--- src/rtl/mips_mem_port.sv ---
// Avalon-MM master port for the multicycle MIPS core.
// Runs one load/store at a time as a word-aligned bus cycle and answers
// with an extended read result or an error (misalignment, reserved size
// or an optional waitrequest timeout).
module mips_mem_port #(
  parameter int unsigned ADDR_WIDTH = 32,
  parameter int unsigned TIMEOUT    = 0
) (
  input  logic                  clk,
  input  logic                  reset,
  input  logic                  req_valid,
  output logic                  req_ready,
  input  logic                  req_write,
  input  logic [1:0]            req_size,
  input  logic                  req_signed,
  input  logic [ADDR_WIDTH-1:0] req_addr,
  input  logic [31:0]           req_wdata,
  output logic                  resp_valid,
  output logic [31:0]           resp_rdata,
  output logic                  resp_err,
  output logic [ADDR_WIDTH-1:0] address,
  output logic                  read,
  output logic                  write,
  input  logic                  waitrequest,
  output logic [31:0]           writedata,
  output logic [3:0]            byteenable,
  input  logic [31:0]           readdata
);

  localparam int unsigned CNT_W = (TIMEOUT > 1) ? $clog2(TIMEOUT + 1) : 1;

  typedef enum logic [1:0] {IDLE, BUS, RESP} state_t;

  state_t                  state, state_next;
  logic [1:0]              size_q, size_next;
  logic [1:0]              lane_q, lane_next;
  logic                    signed_q, signed_next;
  logic [CNT_W-1:0]        cnt, cnt_next;

  logic                    read_next, write_next;
  logic [ADDR_WIDTH-1:0]   address_next;
  logic [3:0]              be_next;
  logic [31:0]             wd_next;
  logic                    resp_valid_next, resp_err_next;
  logic [31:0]             resp_rdata_next;

  logic                    misaligned;
  logic [3:0]              lane_be;
  logic [31:0]             lane_wd;
  logic [31:0]             shifted;
  logic [31:0]             load_ext;
  logic                    timeout_hit;

  assign req_ready = (state == IDLE) && !reset;

  // Classify the incoming request and place its store data on the lanes
  always_comb begin
    misaligned = 1'b0;
    lane_be    = 4'b1111;
    lane_wd    = req_wdata;
    unique case (req_size)
      2'd0: begin
        lane_be = 4'b0001 << req_addr[1:0];
        lane_wd = {4{req_wdata[7:0]}};
      end
      2'd1: begin
        misaligned = req_addr[0];
        lane_be    = req_addr[1] ? 4'b1100 : 4'b0011;
        lane_wd    = {2{req_wdata[15:0]}};
      end
      2'd2: begin
        misaligned = (req_addr[1:0] != 2'b00);
      end
      default: begin
        misaligned = 1'b1;
      end
    endcase
  end

  // Pick the addressed lane(s) out of the bus word and extend them
  always_comb begin
    shifted = readdata >> {lane_q, 3'b000};
    unique case (size_q)
      2'd0:    load_ext = {{24{signed_q & shifted[7]}}, shifted[7:0]};
      2'd1:    load_ext = {{16{signed_q & shifted[15]}}, shifted[15:0]};
      default: load_ext = readdata;
    endcase
  end

  assign timeout_hit = (TIMEOUT != 0) && (cnt == CNT_W'(TIMEOUT - 1));

  // Next-state and next registered outputs; outputs hold unless changed
  always_comb begin
    state_next      = state;
    size_next       = size_q;
    lane_next       = lane_q;
    signed_next     = signed_q;
    cnt_next        = cnt;
    read_next       = read;
    write_next      = write;
    address_next    = address;
    be_next         = byteenable;
    wd_next         = writedata;
    resp_valid_next = 1'b0;
    resp_err_next   = resp_err;
    resp_rdata_next = resp_rdata;
    unique case (state)
      IDLE: begin
        if (req_valid && req_ready) begin
          size_next   = req_size;
          lane_next   = req_addr[1:0];
          signed_next = req_signed;
          if (misaligned) begin
            state_next      = RESP;
            resp_valid_next = 1'b1;
            resp_err_next   = 1'b1;
            resp_rdata_next = '0;
          end else begin
            state_next   = BUS;
            read_next    = !req_write;
            write_next   = req_write;
            address_next = {req_addr[ADDR_WIDTH-1:2], 2'b00};
            be_next      = lane_be;
            wd_next      = lane_wd;
            cnt_next     = '0;
          end
        end
      end
      BUS: begin
        // completion is tested first so a same-edge release beats the timeout
        if (!waitrequest) begin
          state_next      = RESP;
          read_next       = 1'b0;
          write_next      = 1'b0;
          resp_valid_next = 1'b1;
          resp_err_next   = 1'b0;
          resp_rdata_next = read ? load_ext : '0;
        end else if (timeout_hit) begin
          state_next      = RESP;
          read_next       = 1'b0;
          write_next      = 1'b0;
          resp_valid_next = 1'b1;
          resp_err_next   = 1'b1;
          resp_rdata_next = '0;
        end else if (TIMEOUT != 0) begin
          cnt_next = cnt + 1'b1;
        end
      end
      RESP: begin
        state_next = IDLE;
      end
      default: begin
        state_next = IDLE;
      end
    endcase
  end

  // State and registered outputs; reset drops the strobes immediately
  always_ff @(posedge clk or posedge reset) begin
    if (reset) begin
      state      <= IDLE;
      size_q     <= '0;
      lane_q     <= '0;
      signed_q   <= 1'b0;
      cnt        <= '0;
      read       <= 1'b0;
      write      <= 1'b0;
      address    <= '0;
      byteenable <= '0;
      writedata  <= '0;
      resp_valid <= 1'b0;
      resp_err   <= 1'b0;
      resp_rdata <= '0;
    end else begin
      state      <= state_next;
      size_q     <= size_next;
      lane_q     <= lane_next;
      signed_q   <= signed_next;
      cnt        <= cnt_next;
      read       <= read_next;
      write      <= write_next;
      address    <= address_next;
      byteenable <= be_next;
      writedata  <= wd_next;
      resp_valid <= resp_valid_next;
      resp_err   <= resp_err_next;
      resp_rdata <= resp_rdata_next;
    end
  end

endmodule

--- config.mk ---
export PLATFORM = sky130hd
export DESIGN_NAME = mips_mem_port
export DESIGN_NICKNAME = d
export VERILOG_FILES = /design/src/rtl/mips_mem_port.sv
export SDC_FILE = /design/constraint.sdc
export NUM_CORES = 1
export LEC_CHECK = 0
export ABC_AREA = 1
export CAP_MARGIN = 20
export CORE_MARGIN = 2
export CORE_UTILIZATION = 44
export DETAILED_ROUTE_END_ITERATION = 7
export PLACE_DENSITY = 0.79
export SETUP_SLACK_MARGIN = 0.05
export SYNTH_ARGS = -nofsm -noshare
export SYNTH_HDL_FRONTEND = slang
export SYNTH_SLANG_ARGS = --single-unit
--- constraint.sdc ---
create_clock -name clk -period 4.9 [get_ports clk]
set_input_delay 0.735 -clock clk [delete_from_list [all_inputs] [get_ports clk]]
set_output_delay 0.735 -clock clk [all_outputs]
set_load 0.01 [all_outputs]
Word-level counts from Yosys, hierarchy flattened --
Index checks and enable logic that the tools add are counted.
Storage, ports and cells: bits in registers 109, bits of input ports 104, output and inout bits 105
Operators by class: eq/ne operators 8, shift operators 2, muxes and demuxes 28, bitwise operators 3, reduce and logical (&&, ||, !) cells 14
Operator list (count):
- one-hot mux 32 bit (2 select lines) | 3
- two-way mux 32 bit | 4
- right shift 32 x 5 -> 16 bit | 1
- two-way mux 1 bit | 10
- one-hot mux 1 bit (2 select lines) | 4
- one-hot mux 4 bit (2 select lines) | 1
- AND reduction 4 bit | 2
- == test 2 x 1 -> 1 bit, second input constant | 3
- logical NOT 2 bit | 3
- two-way mux 2 bit | 3
- != test 2 bit, second input constant | 3
- two-way mux 4 bit | 1
- one-hot mux 2 bit (2 select lines) | 1
- AND reduction 2 bit | 2
- nonzero test 2 bit | 2
- << shifter 1 x 2 -> 4 bit, first input constant | 1
- one-hot mux 1 bit (3 select lines) | 1
- AND reduction 3 bit | 1
- AND 1 bit | 2
- == test 2 bit, second input constant | 1
- logical AND 1 bit | 2
- logical NOT 1 bit | 2
- != test 2 x 1 -> 1 bit, second input constant | 1
- NOT 1 bit | 1

Longest topological paths before layout --
Gate-level depths: netlist of run 1.
word-level depth 6, mapped depth 11, depth with buffers taken out 9

Worst setup path after synthesis of run 1 --
OpenSTA, ideal clock, no wires.
kind in2reg, from input port reset, to register address[2], setup time 117 ps, data arrival time 3982 ps, data required time 4783 ps, slack 801 ps, stages 8, path buffers 3, path through inv_1 > and3_1 > buf_2 > nand2_2 > buf_4 > buf_6 > nand2_1 > nand2_1
On the way: cells in the longest elaborated chain, start to end 4
RTL lines:
- start, declared | line 10 | input logic reset,
- logical NOT 1 bit (no line)
- logical AND 1 bit | line 54 | assign req_ready = (state == IDLE) && !reset;
- logical AND 1 bit | line 109 | if (req_valid && req_ready) begin
- AND reduction 3 bit (no line)
- end signal, assigned | line 182 | address <= address_next;
- end, declared | line 21 | output logic [ADDR_WIDTH-1:0] address,
No other way between the ends. A chain may end at the register's enable or synchronous reset.

Worst setup path after layout of run 1 --
from input port reset, to register writedata[27]
On the way: cells in the longest elaborated chain, start to end 4
RTL lines:
- logical NOT 1 bit (no line)
- logical AND 1 bit | line 54
- logical AND 1 bit | line 109
- AND reduction 3 bit (no line)
- end signal, assigned | line 184 | writedata <= wd_next;
- end, declared | line 25 | output logic [31:0] writedata,
No other way between the ends.

==> flow_metrics.tcl, run 1 <==
set metrics [dict create \
    final_area_um2 7630 \
    p_sw_share_pct 32.9 \
    vdd_drop_max_uv 205 \
    tightest_slew_ns 0.936 \
    avgSynthCellArea_um2 7.81 \
    hp-class "flop to flop" \
    grt_overflow 0 \
    p_sw_uw 972 \
    final-setup-viol-count 0 \
    clk_pin_slew_ns 0.07 \
    grt_use_total_pct 24.6 \
    busiest_layer "met2" \
    fillers 1020 \
    powerDensity_nw_per_um2 387 \
    power_frac_seq_pct 42.3 \
    start_util_pct 44.6 \
    syn_to_final_growth_pct 44.4 \
    placed_cells 992 \
    slew_violations 0 \
    cts_setup_buffers 0 \
    gp_congestion 0.926 \
    first_pass_iters 5 \
    grt_antenna_before_repair 0 \
    synth_edf_count 0 \
    stdcell_count 1009 \
    yosys_register_bits 109 \
    ios 209 \
    core-area_um2 11900 \
    cts_root_buf "clkbuf_16" \
    cp-end-kind "flop" \
    use_met1_pct 33.0 \
    rows 40 \
    p_leak_nw 3.68 \
    vias 5323 \
    port_buffers 206 \
    critPathKind "input port to flop" \
    finalNetCount 961 \
    cts-buffers-inserted 9 \
    postCtsHoldBufs 0 \
    clock_latency_ns 0.35 \
    ys_seq_area_share_pct 51.6 \
    p_int_mw 1.98 \
    grt_setup_unrepaired "false" \
    fin_ws_ns 1.72 \
    syn_inst 677 \
    arrival_ns 3.43 \
    fin_setup_tns_ns 0 \
    die_h_um 114 \
    grt_max_degree 63 \
    cap_violations 0 \
    period_needed_ns 3.18 \
    first_iter_violations 460 \
    routedWlPerCell_um 15.7 \
    place_area_um2 7340 \
    via_per_inst 5.28 \
    drc_errors 0 \
    met3_usage_pct 5.74 \
    slew_headroom_pct 37.2 \
    post_cts_resized 0 \
    clk_path_buf_depth 2 \
    period_share_pct 64.9 \
    drive_above_1_share_pct 4.29 \
    grt_pass1_vias 5052 \
    yosys_most_used_dff "dfrtp_1" \
    synth_warnings 0 \
    cp-start-kind "input port" \
    combPwrFrac_pct 34.5 \
    crit_required_ns 5.15 \
    synth_cell_types 26 \
    hold_viol 0 \
    async_flop_share_pct 100 \
    fp.dieArea_um2 12900 \
    wl_um 15800 \
    rr_worst_depth 5 \
    cts_max_level 3 \
    n_antenna_cell 0 \
    cts_tree "yes" \
    status "completed" \
    grt_pass1_wl_um 25400 \
    pwr-share-clk_pct 23.1 \
    fin_skew_ns 0.00925 \
    cts_sinks 109 \
    place_ws_ns 1.35 \
    hold_depth 2 \
    cp_max_fo 50 \
    antenna_left 0 \
    netlist_area_um2 5290 \
    use_met2_pct 39.3 \
    max_freq_mhz 315 \
    dp_hpwl_um 11400 \
    die_w_um 114 \
]
cells by family after synthesis:
kind of cell	after synthesis	synth area share (%)
simple gates	395	31.3
flops	109	51.6
compound gates	97	10.1
buf+inv	75	6.93
other cells	1	0.0709
cell type report:
cell class / instances / area [um^2] / area share, %
sequential: 109 / 2730 / 35.7
multi-input combinational: 494 / 2200 / 28.8
timing repair buffer: 212 / 2130 / 27.9
clock buffer: 13 / 250 / 3.28
tap: 147 / 184 / 2.41
inverter: 31 / 126 / 1.66
clock inverter: 3 / 21.3 / 0.279
worst max-delay path, stage by stage:
cell             delay (ns)
clkdlybuf4s50_1        0.48
inv_4                  0.08
and3_2                 0.74
nand2_2                0.66
buf_4                  0.46
o21ai_0                0.24
per-stage QoR:
step / total power [mW] / utilization (%) / hold slack [ns]
after floorplan: 1.71 / - / 0.506
after global placement: 2.25 / 61.8 / 0.456
after detailed placement: 2.28 / 61.8 / 0.458
after CTS: 2.97 / 64.1 / 0.476
after global routing: 3.13 / 64.4 / 0.498
final: 2.95 / 64.4 / 0.471
power groups by stage:
stage	Combinational, mW	Clock (mW)	Sequential [mW]
3_3_place_gp	0.995	0	1.26
2_1_floorplan	0.402	0	1.30
4_1_cts	1.02	0.695	1.25
5_1_grt	1.11	0.738	1.28
6_report	1.02	0.684	1.25
3_5_place_dp	1.02	0	1.26
synthesized netlist by cell type, types with 2 or more instances:
| cell | count | area [um^2] |
|---|---|---|
| buf_6 | 4 | 45.0 |
| o21ai_2 | 2 | 17.5 |
| nand3_1 | 83 | 415 |
| nand3_2 | 3 | 30.0 |
| inv_1 | 25 | 93.8 |
| clkinv_1 | 3 | 11.3 |
| buf_2 | 20 | 100 |
| dfrtp_1 | 109 | 2730 |
| a21oi_1 | 32 | 160 |
| buf_4 | 6 | 45.0 |
| nor2_4 | 4 | 45.0 |
| o21ai_1 | 4 | 20.0 |
| nor3_1 | 3 | 15.0 |
| nand2_2 | 3 | 18.8 |
| nor2_1 | 49 | 184 |
| clkbuf_1 | 14 | 52.6 |
| o211ai_1 | 7 | 52.6 |
| o21ai_0 | 46 | 230 |
| nand2_1 | 248 | 931 |
| o2111ai_1 | 6 | 52.6 |
worst paths after layout:
check	start	end	slack, ns
hold reg to reg	address[11]	address[11]	0.47
min in group asynchronous	reset	address[16]	0.97
setup reg to reg	state[0]	writedata[27]	2.02
max in group asynchronous	reset	resp_rdata[19]	2.73
setup / recovery	reset	writedata[27]	1.72
hold / removal	address[11]	address[11]	0.47
placed cells by master (no fill, tap or decap):
| cell type | netlist | final |
|---|---|---|
| a21oi_1 | 32 | 32 |
| nand2_2 | 3 | 3 |
| clkbuf_8 | 0 | 1 |
| nand2_1 | 248 | 248 |
| clkinvlp_4 | 0 | 1 |
| clkinv_2 | 0 | 1 |
| and3_2 | 0 | 1 |
| o2111ai_1 | 6 | 6 |
| buf_4 | 6 | 5 |
| o21ai_1 | 4 | 4 |
| inv_4 | 1 | 2 |
| nand3_2 | 3 | 3 |
| clkdlybuf4s50_1 | 0 | 206 |
| conb_1 | 1 | 2 |
| nor3_1 | 3 | 3 |
| inv_1 | 25 | 24 |
| o21ai_2 | 2 | 2 |
| inv_2 | 1 | 1 |
| nor2_1 | 49 | 49 |
| clkbuf_1 | 14 | 3 |
| clkinv_4 | 1 | 2 |
| clkinv_1 | 3 | 3 |
| nand3_1 | 83 | 83 |
| buf_16 | 0 | 1 |
| dfrtp_1 | 109 | 109 |
| o21ai_0 | 46 | 46 |
| o211ai_1 | 7 | 7 |
| clkbuf_16 | 0 | 9 |
| nor2_4 | 4 | 4 |
| nand2_4 | 1 | 1 |
state kept, by name, summed over array words and instances, names as in the netlist, 2 cells and up:
name	cells
byteenable	4
address	30
resp_rdata	32
lane_q	2
state	2
size_q	2
writedata	32
routing by layer:
metal	vias up	share of wire [%]
li1	2540	-
met2	242	47
met1	2505	41
met3	36	8.8
met5	-	0
met4	0	2.6
No activity file was read; power rests on OpenSTA's default activity.
==> run 2, diff against run 1 <==
Settings changed: CORE_UTILIZATION 44 to 40, PLACE_DENSITY 0.79 to 0.76.
Clock period 4.9 ns to 2.6 ns, I/O delays scaled along.
==> run 2 against run 1 <==
Net effect: combinational power increased by 92%; global-route usage decreased by 2.5 points; clock power increased by 90%; core utilization decreased by 5.2 points; largest power group unchanged; flip-flop and latch count unchanged.
==> flow_metrics.tcl, run 2 (same netlist as run 1, synthesis figures left out) <==
set metrics [dict create \
    status "completed" \
    fin_util_pct 59.2 \
    gp_congestion 0.881 \
    critPathLaunch "reset" \
    layout_commonest_cell "nand2_1" \
    placed_cells 1029 \
    final-setup-viol-count 0 \
    vdd_drop_max_uv 332 \
    grt_pass1_vias 4996 \
    slew_violations 0 \
    fin_skew_ns 0.00716 \
    final_cell_mix "nand2_1 (247), clkdlybuf4s50_1 (206), dfrtp_1 (109), nand3_1 (83), nor2_1 (49)" \
    fillers 1179 \
    max_freq_mhz 495 \
    place_ws_ns 0.349 \
    die_w_um 119 \
    period_share_pct 77.6 \
    grt_setup_unrepaired "false" \
    syn_to_final_growth_pct 46.4 \
    reg2reg_from "lane_q[0]" \
    postCtsHoldBufs 0 \
    critPathKind "input port to output pin" \
    multi_input_area_um2 2210 \
    hp-class "flop to flop" \
    grt_pass1_wl_um 25300 \
    routedWlPerCell_um 14.7 \
    rows 42 \
    clk_pin_slew_ns 0.08 \
    drc_errors 0 \
    antenna_left 0 \
    slew_headroom_pct 59.2 \
    first_pass_iters 5 \
    cp-start-kind "input port" \
    stdcell_count 1045 \
    grt_overflow 0 \
    arrival_ns 1.63 \
    cts_max_level 3 \
    fin_ws_ns 0.582 \
    hold_slack_ns 0.469 \
    cts_setup_buffers 0 \
    vias 5225 \
    cap_violations 0 \
    n_antenna_cell 0 \
    hold_viol 0 \
    clk_path_buf_depth 2 \
    final_area_um2 7740 \
    port_buffers 206 \
    total_power_mw 5.58 \
    grt_antenna_before_repair 0 \
    ios 209 \
    cp-end-kind "output pin" \
    powerDensity_nw_per_um2 721 \
    tightest_slew_ns 0.612 \
    met3_usage_pct 5.12 \
    use_met2_pct 34.9 \
    fin_setup_tns_ns 0 \
    core-area_um2 13100 \
    drive_above_1_share_pct 5.41 \
    first_iter_violations 418 \
    post_cts_resized 0 \
    cts_tree "yes" \
    start_util_pct 40.4 \
    top_regs "resp_rdata (32), writedata (32), address (30)" \
    crit_required_ns 2.21 \
    p_leak_nw 3.72 \
    dp_hpwl_um 10800 \
    cts_root_buf "clkbuf_16" \
    grt_use_total_pct 22.1 \
    place_area_um2 7470 \
    hp-start "address[21]" \
    via_per_inst 5.00 \
    finalNetCount 968 \
    wl_um 15400 \
    grt_max_degree 110 \
    cts_sinks 109 \
    busiest_layer "met2" \
    cts-buffers-inserted 9 \
    period_needed_ns 2.02 \
    fp.dieArea_um2 14200 \
    clock_latency_ns 0.35 \
    cp_max_fo 2 \
    seqCellArea_um2 2730 \
    use_met1_pct 30.0 \
    die_h_um 119 \
]
run 2: cell types whose count changed in the layout (fill, tap and decap cells not counted), moves of 2 or more:
cell	previous run	this run
o21ai_0	46	33
o21ai_1	4	17
buf_4	5	11
buf_12	0	2
clkbuf_1	3	1
clkinvlp_4	1	3
run 2: layout make-up:
class,instances,area share [%]
Multi-Input combinational cell,494,28.5
Clock buffer,11,3.14
Tap cell,176,2.84
Inverter,31,1.65
Timing Repair Buffer,219,28.2
Clock inverter,5,0.436
Sequential cell,109,35.2
run 2: final timing paths:
check	end	slack, ns	cells past startpoint
setup / recovery	req_ready	0.58	3
hold / removal	address[21]	0.47	2
setup reg to reg	resp_rdata[11]	0.70	8
hold reg to reg	address[21]	0.47	2
max in group asynchronous	resp_rdata[3]	1.55	3
min in group asynchronous	resp_rdata[9]	0.60	3
run 2: layer usage:
| layer | part of all wire [%] | vias to the layer above |
|---|---|---|
| li1 | - | 2561 |
| met5 | 0 | - |
| met4 | 1.9 | 0 |
| met3 | 8.0 | 21 |
| met2 | 46 | 234 |
| met1 | 44 | 2409 |
run 2: where the power goes:
part / internal [mW] / switching (mW) / leakage (nW)
sequential: 2.06 / 0.260 / 1.41
combinational: 1.01 / 0.943 / 2.18
clock: 0.677 / 0.622 / 0.132
run 2: critical path, cell delays in order:
cell	delay, ns
clkdlybuf4s50_1	0.46
nor3_1	0.20
clkdlybuf4s50_1	0.58
==> RTL change 1 (config.mk and constraints of run 1) <==
Take the reset off `address`, `byteenable`, `writedata` and `resp_rdata` and load them in a clocked block of their own.
--- a/src/rtl/mips_mem_port.sv
+++ b/src/rtl/mips_mem_port.sv
@@ -165,12 +165,8 @@
       cnt        <= '0;
       read       <= 1'b0;
       write      <= 1'b0;
-      address    <= '0;
-      byteenable <= '0;
-      writedata  <= '0;
       resp_valid <= 1'b0;
       resp_err   <= 1'b0;
-      resp_rdata <= '0;
     end else begin
       state      <= state_next;
       size_q     <= size_next;
@@ -179,13 +175,16 @@
       cnt        <= cnt_next;
       read       <= read_next;
       write      <= write_next;
-      address    <= address_next;
-      byteenable <= be_next;
-      writedata  <= wd_next;
       resp_valid <= resp_valid_next;
       resp_err   <= resp_err_next;
-      resp_rdata <= resp_rdata_next;
     end
+  end
+
+  always_ff @(posedge clk) begin
+    address    <= address_next;
+    byteenable <= be_next;
+    writedata  <= wd_next;
+    resp_rdata <= resp_rdata_next;
   end
 
 endmodule
Function: differs if reset is asserted again (counterexample within 4 cycles, from zero or initial values and one cycle with reset high); with reset held inactive, the same outputs for 4 cycles.
==> RTL change 1 against run 1 <==
- area after synthesis shrank 7.5%
- fmax grew 11%
- clock skew is essentially flat
- final area shrank 5.7%
- non-clock buffer count shrank 3
- wire length shrank 21%
- sequential cell count is the same
- critical path type unchanged
- setup slack gained 0.30 ns
Power is not compared: it rests on default switching activity, and its combinational part moved more than twofold at a synthesized area within 25%.
==> RTL change 1: results (changes against run 1) <==
Root Buffer clkbuf_8; CP Max Fanout 68 (+36%); IO buf count 206 (unchanged); worst path arrival time 2.86 ns (-0.57 ns); met3 WL 820 um (-41%); largest net degree at the start of global routing 69 (+9.5%); Worst slew margin 38.0% (+0.81 points); outcome completed; r2r startpoint lane_q[0]; M1 wire length 4950 um (-24%); commonest cells in the netlist nand2_1 (153), edfxtp_1 (98), inv_1 (48); flop-to-flop setup slack 2.62 ns (+0.60 ns); worst hold start write; initial antenna violation count 0 (unchanged); WHS Endpoint write; compound-cell area share of the yosys netlist 8.87% (-1.2 points); Area contributors post-synth edfxtp_1 (60%), nand2_1 (12%), dfrtp_1 (5.6%), o21ai_0 (4.2%), inv_1 (3.7%); number of global-route vias before repair 3751 (-26%); Post-Route Skew 0.00953 ns (+0.000271 ns); synth unique cells 21 (-19%); dpl hpwl 9560 um (-16%); WHS 0.497 ns (+0.0262 ns); nets 765 (-20%); Critical Path Sink address[16]; first-pass GRT wire length 18800 um (-26%); Overall Global Routing Usage 20.6% (-4.0 points); Worst setup startpoint req_size[1]; postcts setup bufs 0 (unchanged); asr flop ratio synth 10.1% (-90 points); vias per inst 4.96 (-6.0%); post_cts resized 0 (unchanged); dpl cell area 7030 um^2 (-4.2%); Routed wire per std cell 15.6 um (-0.69%); Worst Reg-to-Reg Cells 8 (+3); Worst-path clk slew 0.10 ns (+0.03 ns); sequential-to-total area share from yosys stat 65.8% (+14 points); Initial DRC Count 174 (-62%); Critical Path Slowest Stage Cell buf_4; layout cells sized above 1 7.67% (+3.4 points); Max stage delay on crit path 0.66 ns (-0.08 ns); routability-driven placement congestion ratio 0.814 (-12%); EDFF count, synth 98 (+98); Crit path max-delay family buffers and inverters; met2 wire len 6540 um (-13%); Worst R2R End resp_rdata[17]
[RTL change 1: layout make-up]
cell class / count / area (um^2)
repair buffers: 209 / 2080
multi-input cells: 279 / 1350
clock buffers: 9 / 124
clock inverters: 6 / 45.0
flip-flops and latches: 109 / 3220
fillers: 849 / 3640
inverters: 53 / 199
well taps: 140 / 175
[RTL change 1: per-layer routing]
| layer | track usage (%) | up-vias |
|---|---|---|
| li1 | - | 1932 |
| met1 | 26.7 | 1878 |
| met2 | 35.2 | 161 |
| met3 | 3.97 | 19 |
| met4 | 5.97 | 0 |
| met5 | 0 | - |
[RTL change 1: kinds of logic after synthesis]
kind of cell,after synthesis
and+or+nand+nor,202
DFF,109
AOI/OAI and AO/OA,75
buffers and inverters,74
other,1
[RTL change 1: metrics by stage]
step / setup slack (ns) / std cells
6_report: 2.02 / 805
5_1_grt: 1.85 / 805
4_1_cts: 2.03 / 805
3_5_place_dp: 1.62 / 790
3_3_place_gp: 1.73 / 790
2_1_floorplan: 0.362 / 462
==> RTL change 2 (config.mk and constraints of run 1) <==
Without the edit above. `ADDR_WIDTH`: 32 -> 64.
--- a/src/rtl/mips_mem_port.sv
+++ b/src/rtl/mips_mem_port.sv
@@ -3,7 +3,7 @@
 // with an extended read result or an error (misalignment, reserved size
 // or an optional waitrequest timeout).
 module mips_mem_port #(
-  parameter int unsigned ADDR_WIDTH = 32,
+  parameter int unsigned ADDR_WIDTH = 64,
   parameter int unsigned TIMEOUT    = 0
 ) (
   input  logic                  clk,
Interface: changed (resized address and req_addr); port bits go from 209 to 273. The function was not compared with the original's and may differ.
==> RTL change 2 against run 1 <==
- setup slack improved by 0.46 ns
- via count up 20%
- critical endpoint is now req_ready
- largest cell class unchanged
- area after synthesis grew 24%
- final area up 30%
- non-clock buffer count increased by 66
- critical path type is now in2out
- wire length grew 26%
- sequential power increased by 30%
- cell count up 24%
- synthesized cell count rose by 21%
- sequential cell count is 32 higher
- power grew 46%
==> RTL change 2: results (changes against run 1) <==
Worst Hold Class reg2reg; Top Registers address: 62 flops, resp_rdata: 32 flops, writedata: 32 flops; first-pass GRT wire length 32000 um (+26%); largest net degree at the start of global routing 89 (+41%); Worst Reg-to-Reg Cells 6 (+1); r2r startpoint state[1]; Max stage delay on crit path 0.60 ns (-0.14 ns); TritonCTS Buffers 17 (+8); nets 1195 (+24%); dpl hpwl 14100 um (+24%); Worst Max-Slew Pin Slew 0.928 ns (-0.00833 ns); commonest cells in the netlist nand2_1 (311), dfrtp_1 (141), nand3_1 (115); Ant. Diodes 0 (unchanged); layout cells sized above 1 5.32% (+1.0 points); Leak 4.79 nW (+30%); sequential-to-total area share from yosys stat 53.8% (+2.2 points); Synthesis Warnings 0 (unchanged); Final Hold Fails 0 (unchanged); Area contributors post-synth dfrtp_1 (54%), nand2_1 (18%), nand3_1 (8.8%), o21ai_0 (3.2%), nor2_1 (2.7%); Setup TNS 0 ns (unchanged); worst path arrival time 1.98 ns (-1.45 ns); IO buf count 270 (+31%); Detailed Route WL 20000 um (+26%); postcts setup bufs 0 (unchanged); DRT Pass-1 Iters 7 (+2); outcome completed; Overall Global Routing Usage 25.3% (+0.69 points); CP Max Fanout 2 (-96%); Worst setup startpoint reset; dpl cell area 9260 um^2 (+26%); asr flop ratio synth 100% (unchanged); synth unique cells 27 (+3.8%); Peak VDD IR 0.277 mV (+35%); number of global-route vias before repair 5989 (+19%); initial antenna violation count 0 (unchanged); post_cts resized 0 (unchanged); Critical Path Slowest Stage Cell clkdlybuf4s50_1; Post-synth top flop dfrtp_1; vias per inst 5.08 (-3.8%); Clock Path Buffers 2 (unchanged); routability-driven placement congestion ratio 0.851 (-8.1%); Root Buffer clkbuf_16; Initial DRC Count 598 (+30%); Worst-path clk slew 0.05 ns (-0.02 ns); Worst R2R End resp_rdata[0]; H-Tree Depth 4 (+1); Critical Path Sink req_ready; Worst-Skew Late Latency 0.41 ns (+0.06 ns); flop-to-flop setup slack 2.78 ns (+0.76 ns); Post-Route Skew 0.00421 ns (-0.00504 ns)
-- RTL change 2: cell types whose count changed after synthesis, moves of 4 or more --
cell	before	now
nand2_1	248	311
o21ai_1	4	8
nand3_1	83	115
buf_6	4	8
clkbuf_1	14	22
dfrtp_1	109	141
o21ai_0	46	42
-- RTL change 2: how the worst min path moves through the flow --
| stage | start | end | slack [ns] | cells after the start |
|---|---|---|---|---|
| 6_report | writedata[10] | writedata[10] | 0.47 | 2 |
| 5_1_grt | address[21] | address[21] | 0.49 | 2 |
| 4_1_cts | address[54] | address[54] | 0.48 | 2 |
| 3_5_place_dp | address[35] | address[35] | 0.46 | 2 |
| 3_3_place_gp | address[35] | address[35] | 0.45 | 2 |
| 2_1_floorplan | address[10] | address[10] | 0.51 | 2 |
-- RTL change 2: kinds of logic after synthesis --
logic type,Yosys count,share of synthesized area (%)
AOI/OAI and AO/OA,97,8.12
and+or+nand+nor,491,31.5
other,1,0.0571
buffers and inverters,86,6.56
DFF,141,53.8
-- RTL change 2: layout make-up --
type	count	area, um^2
Clock inverter	11	168
Clock buffer	20	447
Multi-Input combinational cell	590	2610
Timing Repair Buffer	278	2800
Inverter	31	125
Sequential cell	141	3530
Tap cell	184	230
Fill cell	1217	4620
-- RTL change 2: per-stage QoR --
step	setup WS (ns)	utilization (%)	cells	power [W]
after global routing	2.09	68.2	1255	0.00453
after floorplan	0.851	-	817	0.00220
final	2.18	68.2	1255	0.00430
after global placement	1.87	63.7	1222	0.00295
after CTS	2.16	67.9	1253	0.00433
after detailed placement	1.83	63.7	1222	0.00298
-- RTL change 2: routing by layer --
layer,part of all wire [%],global-route usage [%],vias up,wire [um]
met5,0,0,-,0
met4,3.2,9.24,0,637
met3,8.4,7.39,42,1680
met2,47,39.9,297,9370
met1,42,33.3,2905,8290
li1,-,-,3127,-
-- RTL change 2: power by group --
part | switching (W) | total [W] | internal (W)
clock network | 0.000479 | 0.00134 | 0.000861
registers | 0.000190 | 0.00163 | 0.00144
logic | 0.000633 | 0.00134 | 0.000705
total | 0.00130 | 0.00430 | 0.00300
-- RTL change 2: critical path: cells and delay by family --
kind	cells	cell delay, ns
simple gates	1	0.18
buf+inv	2	1.07
